File: config.mk
export PLATFORM = sky130hd
export DESIGN_NAME = i2c_target_ctrl
export DESIGN_NICKNAME = d
export VERILOG_FILES = /design/src/rtl/i2c_target_ctrl.sv
export SDC_FILE = /design/constraint.sdc
export NUM_CORES = 1
export LEC_CHECK = 0
export BUFFER_PORTS_ARGS = -buffer_cell sky130_fd_sc_hd__buf_2
export CORE_MARGIN = 2
export CORE_UTILIZATION = 50
export CTS_CLUSTER_DIAMETER = 80
export DETAILED_ROUTE_END_ITERATION = 10
export PLACE_DENSITY = 0.83
export SYNTH_ARGS = -nofsm -noshare
export SYNTH_HDL_FRONTEND = slang
export SYNTH_SLANG_ARGS = --single-unit
File: constraint.sdc
create_clock -name clock -period 2.3 [get_ports clock]
set_clock_uncertainty 0.15 [all_clocks]
set_input_delay 0.46 -clock clock [delete_from_list [all_inputs] [get_ports clock]]
set_output_delay 0.46 -clock clock [all_outputs]
set_load 0.02 [all_outputs]
File: src/rtl/i2c_target_ctrl.sv
// Byte-level I2C target sequencer: START/STOP detection, address match,
// SIPO/PISO strobe generation and open-drain ACK/data drive on SDA.
module i2c_target_ctrl #(
    parameter logic [6:0]  ADDR        = 7'h42,
    parameter int unsigned SYNC_STAGES = 2
) (
    input  logic       clock,
    input  logic       reset,
    input  logic       scl_in,
    input  logic       sda_in,
    output logic       sda_oe,
    output logic       sipo_clear,
    output logic       sipo_load,
    output logic       sipo_bit,
    input  logic [7:0] sipo_out,
    input  logic       sipo_full,
    output logic       piso_load,
    output logic       piso_spit,
    input  logic       piso_out,
    output logic [7:0] rx_data,
    output logic       rx_valid,
    output logic       tx_req,
    output logic       addressed,
    output logic       rw
);

    typedef enum logic [2:0] {
        S_IDLE,
        S_ADDR,
        S_ADDR_ACK,
        S_RX,
        S_RX_ACK,
        S_TX,
        S_TX_ACK,
        S_WAIT_STOP
    } state_t;

    state_t state, state_nx;

    logic [SYNC_STAGES-1:0] scl_sync, sda_sync;
    logic       scl_s, sda_s, scl_prev, sda_prev;
    logic       scl_rise, scl_fall, start_det, stop_det;
    logic [3:0] bit_cnt, bit_cnt_nx;
    logic       oe_q, oe_nx;
    logic       ack_q, ack_nx;
    logic       addressed_nx, rw_nx, rx_valid_nx;
    logic [7:0] rx_data_nx;
    logic       clear_c, load_c, pload_c, spit_c;

    assign scl_s = scl_sync[SYNC_STAGES-1];
    assign sda_s = sda_sync[SYNC_STAGES-1];

    assign scl_rise  = scl_s & ~scl_prev;
    assign scl_fall  = ~scl_s & scl_prev;
    assign start_det = scl_s & scl_prev & sda_prev & ~sda_s;
    assign stop_det  = scl_s & scl_prev & ~sda_prev & sda_s;

    always_ff @(posedge clock) begin
        if (reset) begin
            scl_sync  <= '1;
            sda_sync  <= '1;
            scl_prev  <= 1'b1;
            sda_prev  <= 1'b1;
            state     <= S_IDLE;
            bit_cnt   <= '0;
            oe_q      <= 1'b0;
            ack_q     <= 1'b0;
            addressed <= 1'b0;
            rw        <= 1'b0;
            rx_data   <= '0;
            rx_valid  <= 1'b0;
        end else begin
            scl_sync  <= {scl_sync[SYNC_STAGES-2:0], scl_in};
            sda_sync  <= {sda_sync[SYNC_STAGES-2:0], sda_in};
            scl_prev  <= scl_s;
            sda_prev  <= sda_s;
            state     <= state_nx;
            bit_cnt   <= bit_cnt_nx;
            oe_q      <= oe_nx;
            ack_q     <= ack_nx;
            addressed <= addressed_nx;
            rw        <= rw_nx;
            rx_data   <= rx_data_nx;
            rx_valid  <= rx_valid_nx;
        end
    end

    // In the ACK states oe_q doubles as the phase flag: 0 = waiting for the
    // fall that starts the 9th clock, 1 = ACK driven, waiting for its end.
    always_comb begin
        state_nx     = state;
        bit_cnt_nx   = bit_cnt;
        oe_nx        = oe_q;
        ack_nx       = ack_q;
        addressed_nx = addressed;
        rw_nx        = rw;
        rx_data_nx   = rx_data;
        rx_valid_nx  = 1'b0;
        clear_c      = 1'b0;
        load_c       = 1'b0;
        pload_c      = 1'b0;
        spit_c       = 1'b0;

        if (scl_rise) bit_cnt_nx = bit_cnt + 4'd1;

        if (start_det) begin
            state_nx     = S_ADDR;
            clear_c      = 1'b1;
            oe_nx        = 1'b0;
            addressed_nx = 1'b0;
            bit_cnt_nx   = '0;
        end else if (stop_det) begin
            state_nx     = S_IDLE;
            oe_nx        = 1'b0;
            addressed_nx = 1'b0;
        end else begin
            unique case (state)
                S_IDLE: begin
                    oe_nx = 1'b0;
                end
                S_ADDR: begin
                    load_c = scl_rise;
                    if (sipo_full) begin
                        if (sipo_out[7:1] == ADDR) begin
                            rw_nx    = sipo_out[0];
                            state_nx = S_ADDR_ACK;
                        end else begin
                            state_nx = S_WAIT_STOP;
                        end
                    end
                end
                S_ADDR_ACK: begin
                    if (scl_fall) begin
                        if (!oe_q) begin
                            oe_nx        = 1'b1;
                            addressed_nx = 1'b1;
                        end else begin
                            oe_nx      = 1'b0;
                            bit_cnt_nx = '0;
                            if (rw) begin
                                pload_c  = 1'b1;
                                state_nx = S_TX;
                            end else begin
                                clear_c  = 1'b1;
                                state_nx = S_RX;
                            end
                        end
                    end
                end
                S_RX: begin
                    load_c = scl_rise;
                    if (sipo_full) begin
                        rx_data_nx  = sipo_out;
                        rx_valid_nx = 1'b1;
                        state_nx    = S_RX_ACK;
                    end
                end
                S_RX_ACK: begin
                    if (scl_fall) begin
                        if (!oe_q) begin
                            oe_nx = 1'b1;
                        end else begin
                            oe_nx      = 1'b0;
                            clear_c    = 1'b1;
                            bit_cnt_nx = '0;
                            state_nx   = S_RX;
                        end
                    end
                end
                S_TX: begin
                    if (scl_fall) begin
                        if (bit_cnt >= 4'd8) begin
                            ack_nx   = 1'b0;
                            state_nx = S_TX_ACK;
                        end else if (bit_cnt != 4'd0) begin
                            spit_c = 1'b1;
                        end
                    end
                end
                S_TX_ACK: begin
                    if (scl_rise) begin
                        if (sda_s) begin
                            addressed_nx = 1'b0;
                            state_nx     = S_WAIT_STOP;
                        end else begin
                            ack_nx = 1'b1;
                        end
                    end else if (scl_fall && ack_q) begin
                        pload_c    = 1'b1;
                        bit_cnt_nx = '0;
                        state_nx   = S_TX;
                    end
                end
                S_WAIT_STOP: begin
                    oe_nx = 1'b0;
                end
            endcase
        end
    end

    // Reset gates the combinational outputs so SDA is released immediately.
    assign sda_oe     = ~reset & ((state == S_TX) ? ~piso_out : oe_q);
    assign sipo_clear = ~reset & clear_c;
    assign sipo_load  = ~reset & load_c;
    assign sipo_bit   = ~reset & sda_s;
    assign piso_load  = ~reset & pload_c;
    assign piso_spit  = ~reset & spit_c;
    assign tx_req     = piso_load;

endmodule

# Word-level counts from Yosys, hierarchy flattened
# Cells that the tools add are included.
[word_totals]
output_inout_bits = 18
in_bits = 14
reg_bits = 26
wordCells = 154
[classes]
bitwise_logic = 22
addsub = 1
reduce_logical = 21
n_lt_le_gt_ge = 1
mux = 63
eq_ne = 33
[op_table]
columns = ["operator", "count"]
rows = [
  ["$mux W3", 13],
  ["$mux W1", 37],
  ["$ne A4 B4 Y1 const B", 8],
  ["$mux W4", 6],
  ["$ne A2 B2 Y1 const B", 12],
  ["$reduce_and A11 Y1", 2],
  ["$pmux W3 S6", 1],
  ["$and A1 B1 Y1", 13],
  ["$eq A3 B3 Y1 const B", 4],
  ["$ne A5 B5 Y1 const B", 2],
  ["$pmux W1 S2", 5],
  ["$reduce_and A5 Y1", 2],
  ["$not A1 Y1", 9],
  ["$pmux W4 S2", 1],
  ["$reduce_bool A8 Y1", 1],
  ["$reduce_or A2 Y1", 4],
  ["$eq A7 B7 Y1 const B", 1],
  ["$reduce_and A7 Y1", 1],
  ["$eq A3 B2 Y1 const B", 2],
  ["$ne A3 B3 Y1 const B", 2],
  ["$reduce_bool A2 Y1", 3],
  ["$reduce_bool A6 Y1", 1],
  ["$add A4 B1 Y4 const B", 1],
  ["$ge A4 B4 Y1 const B", 1],
  ["9 further kinds", 9],
]

# Logic depth before layout (Yosys ltp)
# Gate-level depths: netlist of the first run.
[depth]
word_depth = 9
depth_mapped = 7
depth_no_buf = 5

# Worst setup path before layout of the first run
# OpenSTA, ideal clock, no wires.
[synth_path]
path_type = "reg2out"
startpoint = "reg state[0]"
endpoint = "out piso_spit"
path_buffers = 0
required_ps = 1690
t_arrival_ps = 1978
slack_ps = -288
stages_incl_launch_ff = 5
path_cell_list = "dfxtp_1 inv_1 nor3_1 nand2_1 a2111oi_0"
[synth_between]
elab_chain_len = 5
[synth_rtl]
columns = ["element", "line_no", "text"]
rows = [
  ["start, declared", "38", "state_t state, state_nx;"],
  ["start signal, assigned", "77", "state <= state_nx;"],
  ["$eq A3 B3 Y1", "117", "unique case (state)"],
  ["$mux W1", "117", ""],
  ["$mux W1", "112", "end else if (stop_det) begin"],
  ["$mux W1", "106", "if (start_det) begin"],
  ["$and A1 B1 Y1", "207", "assign piso_spit = ~reset & spit_c;"],
  ["end, declared", "18", "output logic piso_spit,"],
]
# No other way between the ends.

# Worst setup path in the final report of the first run
[layout_path]
startpoint = "reg sda_sync[1]"
endpoint = "out tx_req"
[layout_between]
elab_chain_len = 4
elab_cells_between_ends = 6
classes_between = "mux (2); bitwise (4)"
[layout_rtl]
columns = ["element", "line_no", "text"]
rows = [
  ["start, declared", "40", "logic [SYNC_STAGES-1:0] scl_sync, sda_sync;"],
  ["start signal, assigned", "74", "sda_sync <= {sda_sync[SYNC_STAGES-2:0], sda_in};"],
  ["$and A1 B1 Y1 or $not A1 Y1 (tied branches)", "56, 55", ""],
  ["$mux W1 or $and A1 B1 Y1 (tied branches)", "112, 55", ""],
  ["$mux W1 *", "106", ""],
  ["$and A1 B1 Y1 *", "206", "assign piso_load = ~reset & pload_c;"],
  ["end, declared", "22", "output logic tx_req,"],
]
# Every way passes the cells marked *; elsewhere a longest branch is shown, timed or not.

==> results.py, run 1 <==
metrics = {
    "run_status": {
        "outcome": "complete, no violations",
    },
    "clock_tree": {
        "clk_latency_ps": 330,
        "cts-root-buf": "clkbuf_4",
        "htreeDepth": 1,
        "cts_sinks": 26,
        "cts.reportedPaths.clkPinSlew_ps": 140,
        "post_cts_buffers": 0,
        "numCtsBuffers": 3,
        "clk_path_buf_depth": 2,
        "cts_tree": "built",
        "postCtsHoldBufs": 0,
    },
    "logic_synthesis": {
        "async_flop_share_pct": 0,
        "synth_warnings": 0,
        "synthCells": 155,
        "yosysUniqueCellTypes": 48,
        "syn_area_um2": 1364,
        "synth_edf_count": 0,
        "syn_area_per_cell_um2": 8.799,
        "synth-seq-cells": 26,
        "syn-num-nets": 171,
        "ys_seq_area_share_pct": 38.17,
        "ys.flop_type": "dfxtp_1",
    },
    "worst_setup_path": {
        "cp_max_fo": 9,
        "reg2reg_depth": 6,
        "critical_path_buf_inv_count": 1,
        "worstReg2RegStart": "state[0]",
        "cpLargestDelayFamily": "simple AND/OR/NAND/NOR gates",
        "crit_start": "sda_sync[1]",
        "r2r_end": "state[0]",
        "cp-start-kind": "flop",
        "critPathKind": "flop to output pin",
        "crit_required_ps": 1690,
        "worstPathArrival_ps": 1630,
        "cp_slowest_cell": "dfxtp_4",
        "cp-end-kind": "output pin",
        "r2r_slack_ps": 420,
        "max_stage_delay_ps": 400,
        "path_cells": "xnor2_1 > or2_2 > nand2b_2 > nor3_1 > buf_2",
    },
    "final_layout": {
        "nets": 207,
        "final_cell_mix": "30 x buf_2, 21 x dfxtp_1, 20 x nor2_1",
        "drive_above_1_share_pct": 36.84,
        "n_antenna_cell": 0,
        "multi_input_area_um2": 793.3,
        "final_util_pct": 64.88,
        "stdcell_count": 220,
        "n_fill_cell": 200,
        "final_common_cell": "buf_2",
        "regArea_um2": 529.3,
        "area_growth_pct": 20.00,
        "design_area_um2": 1637,
    },
    "timing": {
        "fin_crit_sh_pct": 97.18,
        "setup_ws_ps": 64.75,
        "setup_viol": 0,
        "tightest_slew_ps": 439.8,
        "max_freq_mhz": 447.4,
        "maxSlewViolCount": 0,
        "rsz0062_at_grt": "yes",
        "slew_headroom_pct": 70.62,
        "hold_violations": 0,
        "layout_min_cycle_time_ps": 2235,
    },
    "run": {
        "maxCapViolations": 0,
    },
    "global_route": {
        "grt_max_degree": 21,
        "grt_pass1_vias": 1150,
        "grt_pass1_wl_mm": 5.202,
        "grt_usage_pct": 20.52,
        "antenna_found_initial": 0,
        "grt_overflow": 0,
    },
    "power_and_ir_drop": {
        "power_mw": 0.8818,
        "p_clk_share_pct": 26.4,
        "leakage_nw": 0.6926,
        "power.switching_mw": 0.2467,
        "switching_share_pct": 27.98,
        "p_seq_share_pct": 54.4,
        "power.density_nw_per_um2": 538.8,
        "ir_drop_mv": 0.5069,
        "pwr-share-comb_pct": 19.2,
        "p_int_mw": 0.6351,
    },
    "worst_hold_path": {
        "hold_depth": 2,
        "min_from": "scl_in",
        "hold_end": "scl_sync[0]",
        "min_path_type": "input port to flop",
    },
    "detailed_routing": {
        "dr.pass1.iters": 4,
        "via_count": 1241,
        "wire_per_inst_um": 13.78,
        "drtIter0Drc": 13,
        "wl_met1_mm": 1.377,
        "postRouteAntennaNets": 0,
        "wl_met3_um": 179,
        "met2_length_mm": 1.422,
        "post-route-drc-count": 0,
        "viasPerCell": 5.641,
        "wl_mm": 3.031,
        "top_layer": "met4",
    },
    "floorplan": {
        "initial_core_util_pct": 54.07,
        "ioPinCount": 32,
        "fp-row-count": 18,
        "core_region_area_um2": 2522,
        "die_w_um": 56.23,
        "die-area_um2": 3161,
        "chipHeight_um": 56.23,
    },
    "placement": {
        "numPortBuffers": 31,
        "dp.cells": 216,
        "postPlaceCellArea_um2": 1565,
        "dp_hpwl_mm": 2.286,
        "pre_cts_slack_ps": 266.3,
        "place_congestion": 0.9004,
    },
}
==> synth_stat cells (2+ instances only) <==
library cell   n  share of area, %
xnor2_1        4               2.6
a211oi_1       5               2.8
or2_2          8               3.7
a21oi_1        3               1.1
o21ai_0        2              0.73
nor4_1         3               1.4
inv_1          5               1.4
a311oi_1       2               1.3
buf_6          3               2.5
nor3b_1        2               1.1
ha_1           2               1.8
o22ai_1        2              0.92
nor2b_1        5               2.3
nand2_1        9               2.5
nor2_1        20               5.5
nand2b_1       4               1.8
nand3_1        4               1.5
dfxtp_1       26                38
mux2i_1        9               6.6
clkbuf_1       3              0.83
nor3_1         7               2.6
==> worst max path at each step <==
| stage | end | cells past startpoint |
|---|---|---|
| 2_1_floorplan | tx_req | 6 |
| 3_3_place_gp | sipo_load | 5 |
| 3_5_place_dp | piso_load | 5 |
| 4_1_cts | piso_spit | 4 |
| 5_1_grt | sipo_load | 5 |
| 6_report | tx_req | 5 |
==> through the flow <==
stage,TNS [ps],hold WS [ps]
2_1_floorplan,0,239.5
3_3_place_gp,0,242.5
3_5_place_dp,0,245.7
4_1_cts,0,145.7
5_1_grt,-159.4,129.6
6_report,0,150.2
==> power by group through the flow <==
stage | Sequential, mW | Clock, mW | Combinational [mW]
after floorplan | 0.484 | 0 | 0.116
after global placement | 0.488 | 0 | 0.159
after detailed placement | 0.489 | 0 | 0.162
after CTS | 0.480 | 0.235 | 0.165
after global routing | 0.483 | 0.258 | 0.184
final | 0.480 | 0.233 | 0.169
==> layer usage <==
| layer | vias to the layer above | global-route usage (%) |
|---|---|---|
| met5 | - | 0 |
| met4 | 0 | 8.163 |
| met3 | 7 | 5.349 |
| met2 | 42 | 32.77 |
| met1 | 569 | 26.29 |
| li1 | 623 | - |
==> area by class of cell <==
class                   count  share of cell area [%]
inverters                   6                   1.376
flip-flops and latches     26                   32.34
repair buffers             39                   13.30
multi-input cells         115                   48.47
clock buffers               4                   2.217
well taps                  30                   2.294
==> sequential cells by signal, summed over array words and instances (netlist names) <==
register and flops:
ack_q 1, addressed 1, bit_cnt 4, oe_q 1, rw 1, rx_data 8
rx_valid 1, scl_prev 1, scl_sync 2, sda_prev 1, sda_sync 2, state 3
==> logic make-up after synthesis <==
| group | count (synthesis) | synth area share, % |
|---|---|---|
| adder cells (fa/ha/maj) | 3 | 2.569 |
| buffers and inverters | 14 | 5.871 |
| AND/OR/NAND/NOR | 68 | 26.51 |
| XOR/XNOR | 5 | 3.211 |
| AO/OA/AOI/OAI | 30 | 17.07 |
| flip-flops | 26 | 38.17 |
| multiplexers | 9 | 6.606 |
==> what timing repair did <==
action | 4_1_cts | 5_1_grt
gates resized for setup | 7 | 7
endpoints found under the setup margin | 6 | 6
pin swaps | 1 | 0
gates cloned | 0 | 0
Power figures use the tool's default switching activity.
==> run 2, diff against run 1 <==
- ABC_AREA: unset -> 1
==> run 2 against run 1 <==
Global-route usage grew 0.67 points. Critical path depth is 2 higher. Hold slack lost 3.5 ps. Sequential power rose by 17%. Maximum frequency increased by 0.71%. Utilization shrank 3.6 points. Non-clock buffer count decreased by 6. Synthesized area rose by 1.5%. Critical path type unchanged. Highest routed layer unchanged.
==> results.py, run 2 <==
metrics = {
    "power_and_ir_drop": {
        "power_mw": 1.369,
        "leakage_nw": 0.8039,
        "power.density_nw_per_um2": 831.2,
        "ir_drop_mv": 0.5715,
    },
    "global_route": {
        "grt_max_degree": 15,
        "grt_usage_pct": 21.19,
        "grt_pass1_wl_mm": 5.361,
        "grt_overflow": 0,
        "antenna_found_initial": 0,
        "grt_pass1_vias": 1215,
    },
    "logic_synthesis": {
        "synth_warnings": 0,
        "synthTopCellsByArea": "dfxtp_1 38%, nand2_1 11%, nor2_1 11%",
        "syn_area_um2": 1384,
        "ys_top_cells_by_count": "40 x nand2_1, 40 x nor2_1, 26 x dfxtp_1, 22 x inv_1, 14 x o21ai_0",
        "async_flop_share_pct": 0,
        "yosysTopAreaCell": "dfxtp_1",
        "synth_top_area_share_pct": 37.61,
        "synth-seq-cells": 26,
        "syn_area_per_cell_um2": 6.718,
        "ys_seq_area_share_pct": 37.61,
        "synth_edf_count": 0,
        "ys.flop_type": "dfxtp_1",
        "yosysUniqueCellTypes": 29,
        "synthCells": 206,
        "syn-num-nets": 222,
    },
    "detailed_routing": {
        "wire_per_inst_um": 12.47,
        "dr.pass1.iters": 4,
        "via_count": 1429,
        "post-route-drc-count": 0,
        "postRouteAntennaNets": 0,
        "wl_mm": 3.368,
        "drtIter0Drc": 50,
        "viasPerCell": 5.293,
    },
    "worst_setup_path": {
        "reg2reg_depth": 9,
        "r2r_slack_ps": 560,
        "cp_max_fo": 6,
        "cp-start-kind": "flop",
        "cp-end-kind": "output pin",
        "worstReg2RegStart": "scl_sync[1]",
        "worstPathArrival_ps": 1610,
        "critPathKind": "flop to output pin",
        "r2r_end": "state[0]",
        "crit_required_ps": 1690,
    },
    "clock_tree": {
        "numCtsBuffers": 3,
        "cts-root-buf": "clkbuf_4",
        "clk_path_buf_depth": 2,
        "cts.reportedPaths.clkPinSlew_ps": 150,
        "cts_sinks": 26,
        "htreeDepth": 1,
        "clk_latency_ps": 330,
        "cts_tree": "built",
    },
    "timing": {
        "hold_slack_ps": 146.8,
        "max_freq_mhz": 450.5,
        "fin_crit_sh_pct": 96.50,
        "setup_ws_ps": 80.44,
        "maxSlewViolCount": 0,
        "layout_min_cycle_time_ps": 2220,
        "setup_viol": 0,
        "tightest_slew_ps": 489.3,
        "fin_tns_setup_ps": 0,
        "slew_headroom_pct": 67.13,
        "hold_violations": 0,
    },
    "final_layout": {
        "reg_top3": "rx_data x8, bit_cnt x4, state x3",
        "n_fill_cell": 276,
        "multi_input_area_um2": 770.7,
        "final_common_cell": "nor2_1",
        "n_antenna_cell": 0,
        "final_cell_mix": "38 x nor2_1, 36 x nand2_1, 31 x buf_2",
        "area_growth_pct": 18.99,
        "largest-register": "rx_data",
        "largest_reg_flops": 8,
        "nets": 256,
        "drive_above_1_share_pct": 26.36,
        "design_area_um2": 1647,
        "regArea_um2": 531.8,
    },
    "worst_hold_path": {
        "hold_depth": 2,
        "hold_end": "sda_sync[0]",
        "min_from": "sda_in",
        "min_path_type": "input port to flop",
    },
    "floorplan": {
        "die-area_um2": 3205,
        "chipHeight_um": 56.61,
        "core_region_area_um2": 2686,
        "fp-row-count": 19,
        "die_w_um": 56.61,
        "initial_core_util_pct": 51.51,
        "ioPinCount": 32,
    },
    "placement": {
        "place_congestion": 0.9699,
        "dp_hpwl_mm": 2.526,
        "pre_cts_slack_ps": 285.0,
        "postPlaceCellArea_um2": 1564,
        "numPortBuffers": 31,
    },
    "run": {
        "maxCapViolations": 0,
    },
    "run_status": {
        "outcome": "complete, no violations",
    },
}
[run 2: changes by cell type in the layout (fill, tap and decap cells not counted), sizes merged, moves of 9 or more]
cell   previous run  this run
inv               6        25
mux2i             9         0
nand2             9        40
nand3             4        13
nor2             20        45
o21ai             3        16
[run 2: worst max-delay path by stage]
stage	start	end	slack (ps)	depth (start not counted)
2_1_floorplan	reset	piso_spit	180	2
3_3_place_gp	state[1]	sipo_clear	320	8
3_5_place_dp	state[1]	sipo_clear	290	8
4_1_cts	state[1]	sipo_clear	7	8
5_1_grt	scl_sync[1]	sipo_clear	-7	7
6_report	scl_sync[1]	sipo_clear	80	7
[run 2: per-layer routing]
| metal | up-vias | routed length (µm) | GRT usage [%] |
|---|---|---|---|
| li1 | 735 | - | - |
| met2 | 52 | 1590 | 36.38 |
| met3 | 8 | 210 | 3.687 |
| met5 | - | 0 | 0 |
| met4 | 0 | 43 | 5.102 |
| met1 | 634 | 1524 | 27.48 |
[run 2: kinds of logic (layout without fill, tap and decap cells)]
group	count (synthesis)	after routing	share of synthesized area [%]
adder cells (fa/ha/maj)	2	2	1.808
AO/OA/AOI/OAI	34	34	13.83
XOR/XNOR	2	2	1.266
buffers and inverters	29	62	8.590
AND/OR/NAND/NOR	113	113	36.89
flip-flops	26	26	37.61
[run 2: layout make-up]
type / instances / area share (%)
well taps: 31 / 2.356
clock buffers: 4 / 2.204
flip-flops and latches: 26 / 32.29
inverters: 25 / 6.003
multi-input cells: 151 / 46.81
repair buffers: 33 / 10.33
[run 2: worst max-delay path: stages (launching register included)]
cell,delay [ps]
dfxtp_1,340
inv_1,150
nand2_4,110
nor2_2,130
nand2_1,130
a21oi_1,150
o21a_1,120
buf_2,160
[run 2: what timing repair did]
action / CTS / global route
setup endpoints to repair: 1 / 2
gates cloned: 0 / 0
gates resized for setup: 4 / 12
buffers inserted: 0 / 1
hold buffers: 0 / 0
[run 2: through the flow]
step / util (%) / std cells
after CTS: 59.80 / 269
after global placement: 58.22 / 265
after floorplan: - / 206
after global routing: 61.29 / 270
final: 61.29 / 270
after detailed placement: 58.22 / 265
[run 2: where the power goes]
group	total, mW	leakage [nW]	internal (mW)	switching, mW
Clock	0.237	0.0210	0.0970	0.140
Combinational	0.571	0.569	0.198	0.373
Sequential	0.561	0.214	0.505	0.0563
==> run 3, diff against run 2 <==
- clock period: 2.3 -> 2.75 ns (I/O delays scaled with it)
==> run 3 against run 2 <==
Largest cell class unchanged. Count of clock-buffer cells in the layout is 1 lower. Wire length shrank 3.7%. Largest power group is now registers. Sequential share of layout area rose by 0.079 points. Critical path depth rose by 1. Sequential power decreased by 19%.
==> results.py, run 3 (same netlist as run 2, synthesis figures left out) <==
metrics = {
    "worst_setup_path": {
        "path_cells": "inv_2 > nor2_2 > nand2_1 > nand2_1 > nand2_1 > a21oi_1 > o21a_1 > buf_2",
        "cp_common_cell": "nand2_1",
        "crit_required_ps": 2050,
        "r2r_slack_ps": 950,
        "max_stage_delay_ps": 460,
        "crit_start": "state[1]",
        "worstPathArrival_ps": 1820,
        "cp_slowest_cell": "dfxtp_1",
        "cp-end-kind": "output pin",
        "cp_max_fo": 6,
        "critPathKind": "flop to output pin",
        "worstReg2RegStart": "state[0]",
        "r2r_end": "ack_q",
        "endpoint": "sipo_clear",
        "reg2reg_depth": 9,
        "cp-start-kind": "flop",
    },
    "global_route": {
        "antenna_found_initial": 0,
        "grt_overflow": 0,
        "grt_usage_pct": 20.88,
        "grt_max_degree": 16,
        "grt_pass1_vias": 1215,
        "grt_pass1_wl_mm": 5.326,
    },
    "timing": {
        "slew_headroom_pct": 66.04,
        "fin_crit_sh_pct": 91.61,
        "setup_viol": 0,
        "layout_min_cycle_time_ps": 2519,
        "setup_ws_ps": 230.6,
        "hold_violations": 0,
        "hold_slack_ps": 241.9,
        "maxSlewViolCount": 0,
        "tightest_slew_ps": 505.6,
        "max_freq_mhz": 396.9,
        "rsz0062_at_grt": "no",
        "fin_tns_setup_ps": 0,
    },
    "clock_tree": {
        "numCtsBuffers": 3,
        "cts_sinks": 26,
        "clk_latency_ps": 330,
        "postCtsHoldBufs": 0,
        "cts_tree": "built",
        "post_cts_buffers": 0,
        "cts_resized": 0,
        "clk_path_buf_depth": 2,
        "htreeDepth": 1,
        "cts.reportedPaths.clkPinSlew_ps": 150,
        "cts-root-buf": "clkbuf_4",
    },
    "final_layout": {
        "regArea_um2": 520.5,
        "nets": 254,
        "multi_input_area_um2": 744.5,
        "n_antenna_cell": 0,
        "stdcell_count": 268,
        "final_cell_mix": "40 x nand2_1, 40 x nor2_1, 31 x buf_2",
        "reg_top3": "rx_data x8, bit_cnt x4, state x3",
        "drive_above_1_share_pct": 21.10,
        "n_fill_cell": 268,
        "largest-register": "rx_data",
        "area_growth_pct": 16.18,
        "largest_reg_flops": 8,
        "design_area_um2": 1608,
    },
    "detailed_routing": {
        "viasPerCell": 5.306,
        "drtIter0Drc": 80,
        "post-route-drc-count": 0,
        "wl_mm": 3.244,
        "dr.pass1.iters": 4,
        "postRouteAntennaNets": 0,
        "wire_per_inst_um": 12.10,
        "via_count": 1422,
    },
    "floorplan": {
        "initial_core_util_pct": 51.51,
        "die_w_um": 56.61,
        "core_region_area_um2": 2686,
        "ioPinCount": 32,
        "fp-row-count": 19,
        "chipHeight_um": 56.61,
        "die-area_um2": 3205,
    },
    "placement": {
        "postPlaceCellArea_um2": 1555,
        "dp_hpwl_mm": 2.438,
        "pre_cts_slack_ps": 629.7,
        "place_congestion": 0.9107,
        "numPortBuffers": 31,
        "dp.cells": 264,
    },
    "power_and_ir_drop": {
        "ir_drop_mv": 0.4914,
        "leakage_nw": 0.7936,
        "power.density_nw_per_um2": 727.4,
    },
    "run": {
        "maxCapViolations": 0,
    },
    "worst_hold_path": {
        "min_path_type": "input port to flop",
    },
    "run_status": {
        "outcome": "complete, no violations",
    },
}
## run 3: changes by cell type in the layout (fill, tap and decap cells not counted), moves of 2 or more
cell	before	now
dfxtp_2	3	0
dfxtp_1	21	26
nor2_1	38	40
dfxtp_4	2	0
nand2_1	36	40
nand2_2	3	0
buf_4	2	0
## run 3: worst max-delay path: cells and delay by family, from the launching register on
| kind | cells | cell delay [ps] |
|---|---|---|
| AOI/OAI and AO/OA | 2 | 280 |
| DFF | 1 | 460 |
| and+or+nand+nor | 4 | 490 |
| buffers and inverters | 2 | 260 |
## run 3: where the power goes
group          switching, mW  leakage [nW]  internal, mW
clock                  0.121        0.0279         0.147
combinational          0.297         0.554         0.148
sequential            0.0432         0.212         0.413
## run 3: worst min-delay path by stage
stage	startpoint	endpoint	cells past startpoint
finish	scl_in	scl_sync[0]	2
global route	sda_in	sda_sync[0]	2
global placement	scl_sync[0]	scl_sync[1]	1
CTS	sda_in	sda_sync[0]	2
floorplan	scl_sync[0]	scl_sync[1]	1
detailed placement	sda_sync[0]	sda_sync[1]	1
## run 3: stage by stage
step | utilization (%) | total power [mW]
6_report | 59.85 | 1.170
5_1_grt | 59.85 | 1.249
4_1_cts | 59.85 | 1.169
3_5_place_dp | 57.89 | 0.9011
3_3_place_gp | 57.89 | 0.9056
2_1_floorplan | - | 0.8081
## run 3: area by class of cell
type                            instances  area share, %
Multi-Input combinational cell        151          46.30
Sequential cell                        26          32.37
Timing Repair Buffer                   31          9.650
Inverter                               25          5.992
Tap cell                               31          2.412
Clock inverter                          1          1.868
Clock buffer                            3          1.401
## run 3: per-layer routing
metal / vias up / global-route usage [%] / part of all wire, %
met5: - / 0 / 0
met4: 0 / 6.122 / 0.83
li1: 727 / - / -
met1: 637 / 28.43 / 48
met3: 4 / 3.456 / 5.5
met2: 54 / 33.89 / 46
